File: src/rtl/systolic_skew_buffer_pkg.sv
// Shared types and helpers for the systolic skew/deskew buffer.
//   SKEW_MODE_TYPE  : SKEW delays lane i by i steps, DESKEW by (width-1-i) steps
//   SKEW_STATE_TYPE : controller states
//   tap_width()     : bits needed to select taps 0..depth (minimum 1)
//   lane_delay()    : per-lane delay in advance steps for a given mode
package systolic_skew_buffer_pkg;

   typedef enum logic {
      SKEW   = 1'b0,
      DESKEW = 1'b1
   } SKEW_MODE_TYPE;

   typedef enum logic [1:0] {
      IDLE   = 2'd0,
      STREAM = 2'd1,
      DRAIN  = 2'd2
   } SKEW_STATE_TYPE;

   typedef logic [7:0] BYTE_TYPE;

   function automatic int tap_width(input int depth);
      return (depth > 0) ? $clog2(depth + 1) : 1;
   endfunction

   function automatic int lane_delay(input SKEW_MODE_TYPE m, input int lane, input int width);
      return (m == SKEW) ? lane : (width - 1 - lane);
   endfunction

endpackage

File: src/rtl/systolic_lane_delay.sv
// One lane of the skew buffer: a {valid, data} shift chain of DEPTH stages that
// moves only on advance, with a runtime tap select. Tap 0 is the combinational
// injected cell, tap k is the cell injected k advance steps ago.
// Ports:
//   clk, rst       : clock, synchronous active-high reset (clears the chain)
//   advance        : shift enable; output is forced invalid when low
//   in_valid       : inject a valid element this step (otherwise a {0,0} bubble)
//   in_data        : element to inject
//   tap            : selected delay 0..DEPTH
//   out_valid      : selected cell is valid and the chain is advancing
//   out_data       : selected data, zero when out_valid is low
module systolic_lane_delay
   import systolic_skew_buffer_pkg::*;
#(
   parameter int DEPTH      = 13,
   parameter int DATA_WIDTH = 8,
   parameter int TAP_W      = tap_width(DEPTH)
) (
   input  logic                  clk,
   input  logic                  rst,
   input  logic                  advance,
   input  logic                  in_valid,
   input  logic [DATA_WIDTH-1:0] in_data,
   input  logic [TAP_W-1:0]      tap,
   output logic                  out_valid,
   output logic [DATA_WIDTH-1:0] out_data
);

   typedef logic [DATA_WIDTH-1:0] data_t;

   typedef struct packed {
      logic  v;
      data_t d;
   } cell_t;

   cell_t inject;
   cell_t sel;

   // Invalid elements never carry data, so bubbles and drain cycles inject zero.
   always_comb begin
      inject.v = in_valid;
      inject.d = in_valid ? in_data : '0;
   end

   if (DEPTH == 0) begin : g_pass
      logic unused_pass;
      assign unused_pass = ^{clk, rst, tap};
      assign sel = inject;
   end else begin : g_chain
      cell_t [DEPTH-1:0] stage_q;
      cell_t [DEPTH-1:0] stage_d;

      always_comb begin
         stage_d = stage_q;
         if (advance) begin
            stage_d[0] = inject;
            for (int k = 1; k < DEPTH; k++) begin
               stage_d[k] = stage_q[k-1];
            end
         end
      end

      always_ff @(posedge clk) begin
         if (rst) begin
            stage_q <= '0;
         end else begin
            stage_q <= stage_d;
         end
      end

      always_comb begin
         sel = inject;
         for (int k = 0; k < DEPTH; k++) begin
            if (tap == TAP_W'(k + 1)) begin
               sel = stage_q[k];
            end
         end
      end
   end

   assign out_valid = advance & sel.v;
   assign out_data  = out_valid ? sel.d : '0;

endmodule

File: src/rtl/systolic_skew_buffer.sv
// Skews a row-parallel vector stream into a diagonal wavefront (SKEW) or
// realigns a wavefront into rows (DESKEW), with a valid/ready input handshake
// and an automatic drain that flushes the burst tail after in_last.
// Ports:
//   clk, rst         : clock, synchronous active-high reset
//   mode             : 0 = SKEW, 1 = DESKEW; captured on the first beat of a burst
//   in_valid/ready   : input row handshake
//   in_last          : final row of the burst
//   data_input       : row vector, lane 0 in element [0]
//   systolic_output  : skewed/deskewed vector, zero on invalid lanes
//   lane_valid       : per-lane valid
//   out_valid        : any lane valid
//   out_last         : final element of the burst is on the output
//   busy             : controller not idle
//
// state  | meaning
// IDLE   | waiting for the first beat of a burst; mode follows the input pin
// STREAM | burst open, accepting rows with the latched mode
// DRAIN  | in_ready low, injecting bubbles for MATRIX_WIDTH-1 steps
module systolic_skew_buffer
   import systolic_skew_buffer_pkg::*;
#(
   parameter int MATRIX_WIDTH = 14,
   parameter int DATA_WIDTH   = 8
) (
   input  logic                                    clk,
   input  logic                                    rst,
   input  logic                                    mode,
   input  logic                                    in_valid,
   output logic                                    in_ready,
   input  logic                                    in_last,
   input  logic [MATRIX_WIDTH-1:0][DATA_WIDTH-1:0] data_input,
   output logic [MATRIX_WIDTH-1:0][DATA_WIDTH-1:0] systolic_output,
   output logic [MATRIX_WIDTH-1:0]                 lane_valid,
   output logic                                    out_valid,
   output logic                                    out_last,
   output logic                                    busy
);

   localparam int DEPTH      = MATRIX_WIDTH - 1;
   localparam int TAP_W      = tap_width(DEPTH);
   localparam int CNT_W      = (MATRIX_WIDTH > 2) ? $clog2(MATRIX_WIDTH - 1) : 1;
   localparam int DRAIN_LOAD = (MATRIX_WIDTH > 1) ? MATRIX_WIDTH - 2 : 0;

   SKEW_STATE_TYPE state_q, state_d;
   SKEW_MODE_TYPE  mode_q, mode_d;
   logic [CNT_W-1:0] cnt_q, cnt_d;

   logic          accept;
   logic          advance;
   SKEW_MODE_TYPE mode_eff;

   assign in_ready = (state_q != DRAIN);
   assign accept   = in_valid & in_ready;
   assign advance  = accept | (state_q == DRAIN);
   assign busy     = (state_q != IDLE);

   // The first beat of a burst already needs its delays, so in IDLE the pin is
   // used directly rather than waiting for the latched copy.
   assign mode_eff = (state_q == IDLE) ? SKEW_MODE_TYPE'(mode) : mode_q;

   always_comb begin
      state_d  = state_q;
      mode_d   = mode_q;
      cnt_d    = cnt_q;
      out_last = 1'b0;
      case (state_q)
         IDLE: begin
            if (accept) begin
               mode_d = SKEW_MODE_TYPE'(mode);
               if (in_last) begin
                  if (MATRIX_WIDTH == 1) begin
                     state_d  = IDLE;
                     out_last = 1'b1;
                  end else begin
                     state_d = DRAIN;
                     cnt_d   = CNT_W'(DRAIN_LOAD);
                  end
               end else begin
                  state_d = STREAM;
               end
            end
         end
         STREAM: begin
            if (accept && in_last) begin
               if (MATRIX_WIDTH == 1) begin
                  state_d  = IDLE;
                  out_last = 1'b1;
               end else begin
                  state_d = DRAIN;
                  cnt_d   = CNT_W'(DRAIN_LOAD);
               end
            end
         end
         DRAIN: begin
            if (cnt_q == '0) begin
               state_d  = IDLE;
               out_last = 1'b1;
            end else begin
               cnt_d = cnt_q - 1'b1;
            end
         end
         default: state_d = IDLE;
      endcase
   end

   always_ff @(posedge clk) begin
      if (rst) begin
         state_q <= IDLE;
         mode_q  <= SKEW;
         cnt_q   <= '0;
      end else begin
         state_q <= state_d;
         mode_q  <= mode_d;
         cnt_q   <= cnt_d;
      end
   end

   for (genvar i = 0; i < MATRIX_WIDTH; i++) begin : g_lane
      logic [TAP_W-1:0] tap;
      assign tap = TAP_W'(lane_delay(mode_eff, i, MATRIX_WIDTH));

      systolic_lane_delay #(
         .DEPTH      (DEPTH),
         .DATA_WIDTH (DATA_WIDTH)
      ) u_lane (
         .clk       (clk),
         .rst       (rst),
         .advance   (advance),
         .in_valid  (accept),
         .in_data   (data_input[i]),
         .tap       (tap),
         .out_valid (lane_valid[i]),
         .out_data  (systolic_output[i])
      );
   end

   assign out_valid = |lane_valid;

endmodule
File: config.mk
export PLATFORM = sky130hd
export DESIGN_NAME = systolic_skew_buffer
export DESIGN_NICKNAME = d
export VERILOG_FILES = /design/src/rtl/systolic_skew_buffer_pkg.sv /design/src/rtl/systolic_lane_delay.sv /design/src/rtl/systolic_skew_buffer.sv
export SDC_FILE = /design/constraint.sdc
export NUM_CORES = 2
export LEC_CHECK = 0
export ABC_AREA = 1
export CELL_PAD_IN_SITES_DETAIL_PLACEMENT = 0
export CELL_PAD_IN_SITES_GLOBAL_PLACEMENT = 1
export CORE_MARGIN = 10
export CORE_UTILIZATION = 41
export DETAILED_ROUTE_END_ITERATION = 6
export PLACE_DENSITY = 0.88
export RECOVER_POWER = 25
export SKIP_CTS_REPAIR_TIMING = 1
export SLEW_MARGIN = 0
export SYNTH_ARGS = -nofsm -noshare
export SYNTH_HDL_FRONTEND = slang
export SYNTH_HIERARCHICAL = 1
export SYNTH_SLANG_ARGS = --single-unit
File: constraint.sdc
create_clock -name clk -period 11.15 [get_ports clk]
set_input_delay 2.23 -clock clk [delete_from_list [all_inputs] [get_ports clk]]
set_output_delay 2.23 -clock clk [all_outputs]
set_load 0.03 [all_outputs]
==> impl_metrics.env <==
export IMPL_synth_most_common_cell="nor2_1"
export IMPL_wl_per_cell_um=14.6
export IMPL_grt_antenna_before_repair=2
export IMPL_rsz0062_at_grt="false"
export IMPL_max_clock_freq_mhz=105
export IMPL_period_needed_ns=9.51
export IMPL_p_per_area_nw_per_um2=185
export IMPL_critPathKind="input pin to output port"
export IMPL_cp_end_kind="output port"
export IMPL_maxSlewHeadroom=-1.80
export IMPL_finalSetupViolations=0
export IMPL_core_area_um2=192000
export IMPL_worst_hold_path_num_cells=2
export IMPL_worstMarginPinSlew_ns=4.19
export IMPL_grt_use_total=0.198
export IMPL_crit_arrival_ns=7.28
export IMPL_fin_util=0.465
export IMPL_synthArstFlopShare=0
export IMPL_multi_input_area_um2=40800
export IMPL_drc=0
export IMPL_power_leakage_nw=40.4
export IMPL_vias=75000
export IMPL_final_nets=12400
export IMPL_routed_wl_um=218000
export IMPL_clk_latency_ns=0.82
export IMPL_status="complete, but fails checks"
export IMPL_io_pins=247
export IMPL_path_max_fanout=28
export IMPL_dpl_cell_count=14600
export IMPL_skew_ns=0.0197
export IMPL_gp_congestion=0.869
export IMPL_ir_drop_mv=0.147
export IMPL_yosys_area_top_type="dfxtp_1"
export IMPL_fin_cells=15000
export IMPL_fillers=19700
export IMPL_synth_edf_count=0
export IMPL_ys_ff_latch=1645
export IMPL_clock_sinks=1645
export IMPL_min_path_type="register to register"
export IMPL_portBuffers=246
export IMPL_cts_tree="built"
export IMPL_final_seq_area_um2=32900
export IMPL_avgViaCountPerCell=5.00
export IMPL_syn_inst=12400
export IMPL_setup_tns_final_ns=0
export IMPL_cts_made_buffers=185
export IMPL_synth_commonest_cells="3606 x nor2_1, 2110 x nand2_1, 1809 x o21ai_0"
export IMPL_synth_ff_type="dfxtp_1"
export IMPL_synth_area_um2=79100
export IMPL_grt_max_degree=248
export IMPL_globalRouteOverflowTotal=0
export IMPL_cts_root_buf="clkbuf_16"
export IMPL_period_share=0.853
export IMPL_fp_dieH_um=459
export IMPL_dr_pass1_iters=6
export IMPL_row_count=161
export IMPL_clock_path_buffers=3
export IMPL_drtIter0Drc=6914
export IMPL_drv_cap=12
export IMPL_htree_levels=4
export IMPL_area_delta_synth_final_pct=12.9
export IMPL_dpl_hpwl_um=141000
export IMPL_drtAntennaViolNets=0
export IMPL_drive_gt1_frac=0.0752
export IMPL_synth_cell_types=30
export IMPL_r2r_slack_ns=7.39
export IMPL_r2r_cells=9
export IMPL_synth_avg_cell_area_um2=6.39
export IMPL_synth_yosys_seq_area_share=0.416
export IMPL_required_ns=8.92
export IMPL_path_clk_slew_ns=0.06
export IMPL_start_util=0.412
export IMPL_fp_dieW_um=459
export IMPL_hold_viol_final=0
export IMPL_violations="capacitance limit, slew limit"
export IMPL_dieArea_um2=211000
export IMPL_synth_top_cell_area_share=0.416
export IMPL_finalMaxSlewViolations=1208
export IMPL_synth_area_leaders="dfxtp_1 42%, nor2_1 17%, o21ai_0 11%"
export IMPL_grt_pass1_vias=70600
export IMPL_yosys_warnings=6
export IMPL_cp_start_kind="input pin"
export IMPL_grt_first_pass_wirelength_um=361000
[path summary, 6_finish.rpt]
kind / to / from
setup / recovery: out_valid / mode
hold / removal: g_lane[5].u_lane/g_chain.stage_q[17] / g_lane[5].u_lane/g_chain.stage_q[8]
setup reg to reg: g_lane[1].u_lane/g_chain.stage_q[43] / state_q[1]
hold reg to reg: g_lane[5].u_lane/g_chain.stage_q[17] / g_lane[5].u_lane/g_chain.stage_q[8]
[area by class of cell]
| cell class | instances | area share |
|---|---|---|
| Sequential cell | 1645 | 0.369 |
| Inverter | 797 | 0.0336 |
| Multi-Input combinational cell | 9374 | 0.457 |
| Clock inverter | 75 | 0.0101 |
| Timing Repair Buffer | 306 | 0.0329 |
| Clock buffer | 267 | 0.0622 |
| Tap cell | 2526 | 0.0354 |
| Antenna cell | 2 | 0.0000560 |
[layout by cell type (no fill, tap or decap), types with 2 or more instances in the layout]
cell type	netlist	final
a21oi_1	466	466
buf_12	0	6
buf_4	28	42
bufinv_16	0	18
clkbuf_1	532	41
clkbuf_16	0	193
clkbuf_8	0	45
clkdlybuf4s50_1	0	243
clkinv_1	28	22
clkinv_2	0	47
clkinv_8	0	2
clkinvlp_4	0	4
conb_1	2	102
dfxtp_1	1645	1645
diode_2	0	2
dlygate4sd3_1	0	2
inv_1	724	712
inv_2	44	58
inv_4	1	2
inv_6	0	4
nand2_1	2110	2109
nand2_2	44	44
nand2_4	16	17
nand3_1	691	691
nor2_1	3606	3605
nor2_2	56	56
nor2_4	70	71
nor4_1	3	3
o21ai_0	1809	1810
o21ai_1	16	14
or2_0	56	56
or2_1	2	2
or2_2	322	322
[power by group]
group	switching, W	internal, W	total (W)
logic	0.00223	0.00110	0.00333
registers	0.000376	0.00639	0.00677
clock network	0.00253	0.00387	0.00641
total	0.00514	0.0114	0.0165
[flip-flops by register name, summed over array words and instances, names as in the netlist]
name / count
g_lane.u_lane/g_chain.stage_q: 1638
cnt_q: 4
state_q: 2
mode_q: 1
[metal layers]
metal | GRT usage | up-vias | share of wire
li1 | - | 38800 | -
met1 | 0.267 | 34400 | 0.47
met2 | 0.324 | 1432 | 0.45
met3 | 0.0271 | 329 | 0.040
met4 | 0.0673 | 0 | 0.033
met5 | 0 | - | 0
[through the flow]
| step | hold WS (ns) | total power (W) | worst slack [ns] | area, µm² |
|---|---|---|---|---|
| floorplan | 0.445 | 0.00916 | 1.16 | 79500 |
| global placement | 0.456 | 0.0101 | 1.46 | 82900 |
| detailed placement | 0.465 | 0.0101 | 1.53 | 82900 |
| CTS | 0.469 | 0.0166 | 1.52 | 89400 |
| global route | 0.504 | 0.0174 | 1.33 | 89300 |
| finish | 0.469 | 0.0165 | 1.64 | 89300 |
[worst max-delay path: stages]
cell and delay [ns]:
clkdlybuf4s50_1 0.47, or2_1 0.15, o21ai_4 0.09, inv_4 0.52, buf_4 0.43, inv_2 0.09, nor2_4 0.22, inv_2 0.12
nor2_4 0.33, inv_2 0.10, o21ai_0 0.16, inv_1 0.06, nand2_1 0.06, nand2_1 0.05, nand2_1 0.05, nand3_1 0.06
nand3_1 0.10, nand2_1 0.06, nand2_1 0.07, nand2_2 0.09, nand2_4 0.10, inv_1 0.14, nor4_1 0.34, nand4_1 0.41
clkdlybuf4s50_1 0.72
[kinds of logic (layout without fill, tap and decap cells)]
group,Yosys count,count (layout),share of synthesized area
AND/OR/NAND/NOR,6977,6977,0.366
other,2,104,0.0000949
AO/OA/AOI/OAI,2293,2293,0.145
buffers and inverters,1455,1445,0.0726
XOR/XNOR,1,1,0.000111
adder cells (fa/ha/maj),1,1,0.000158
flip-flops,1645,1645,0.416
(Power assumes the default switching activity.)
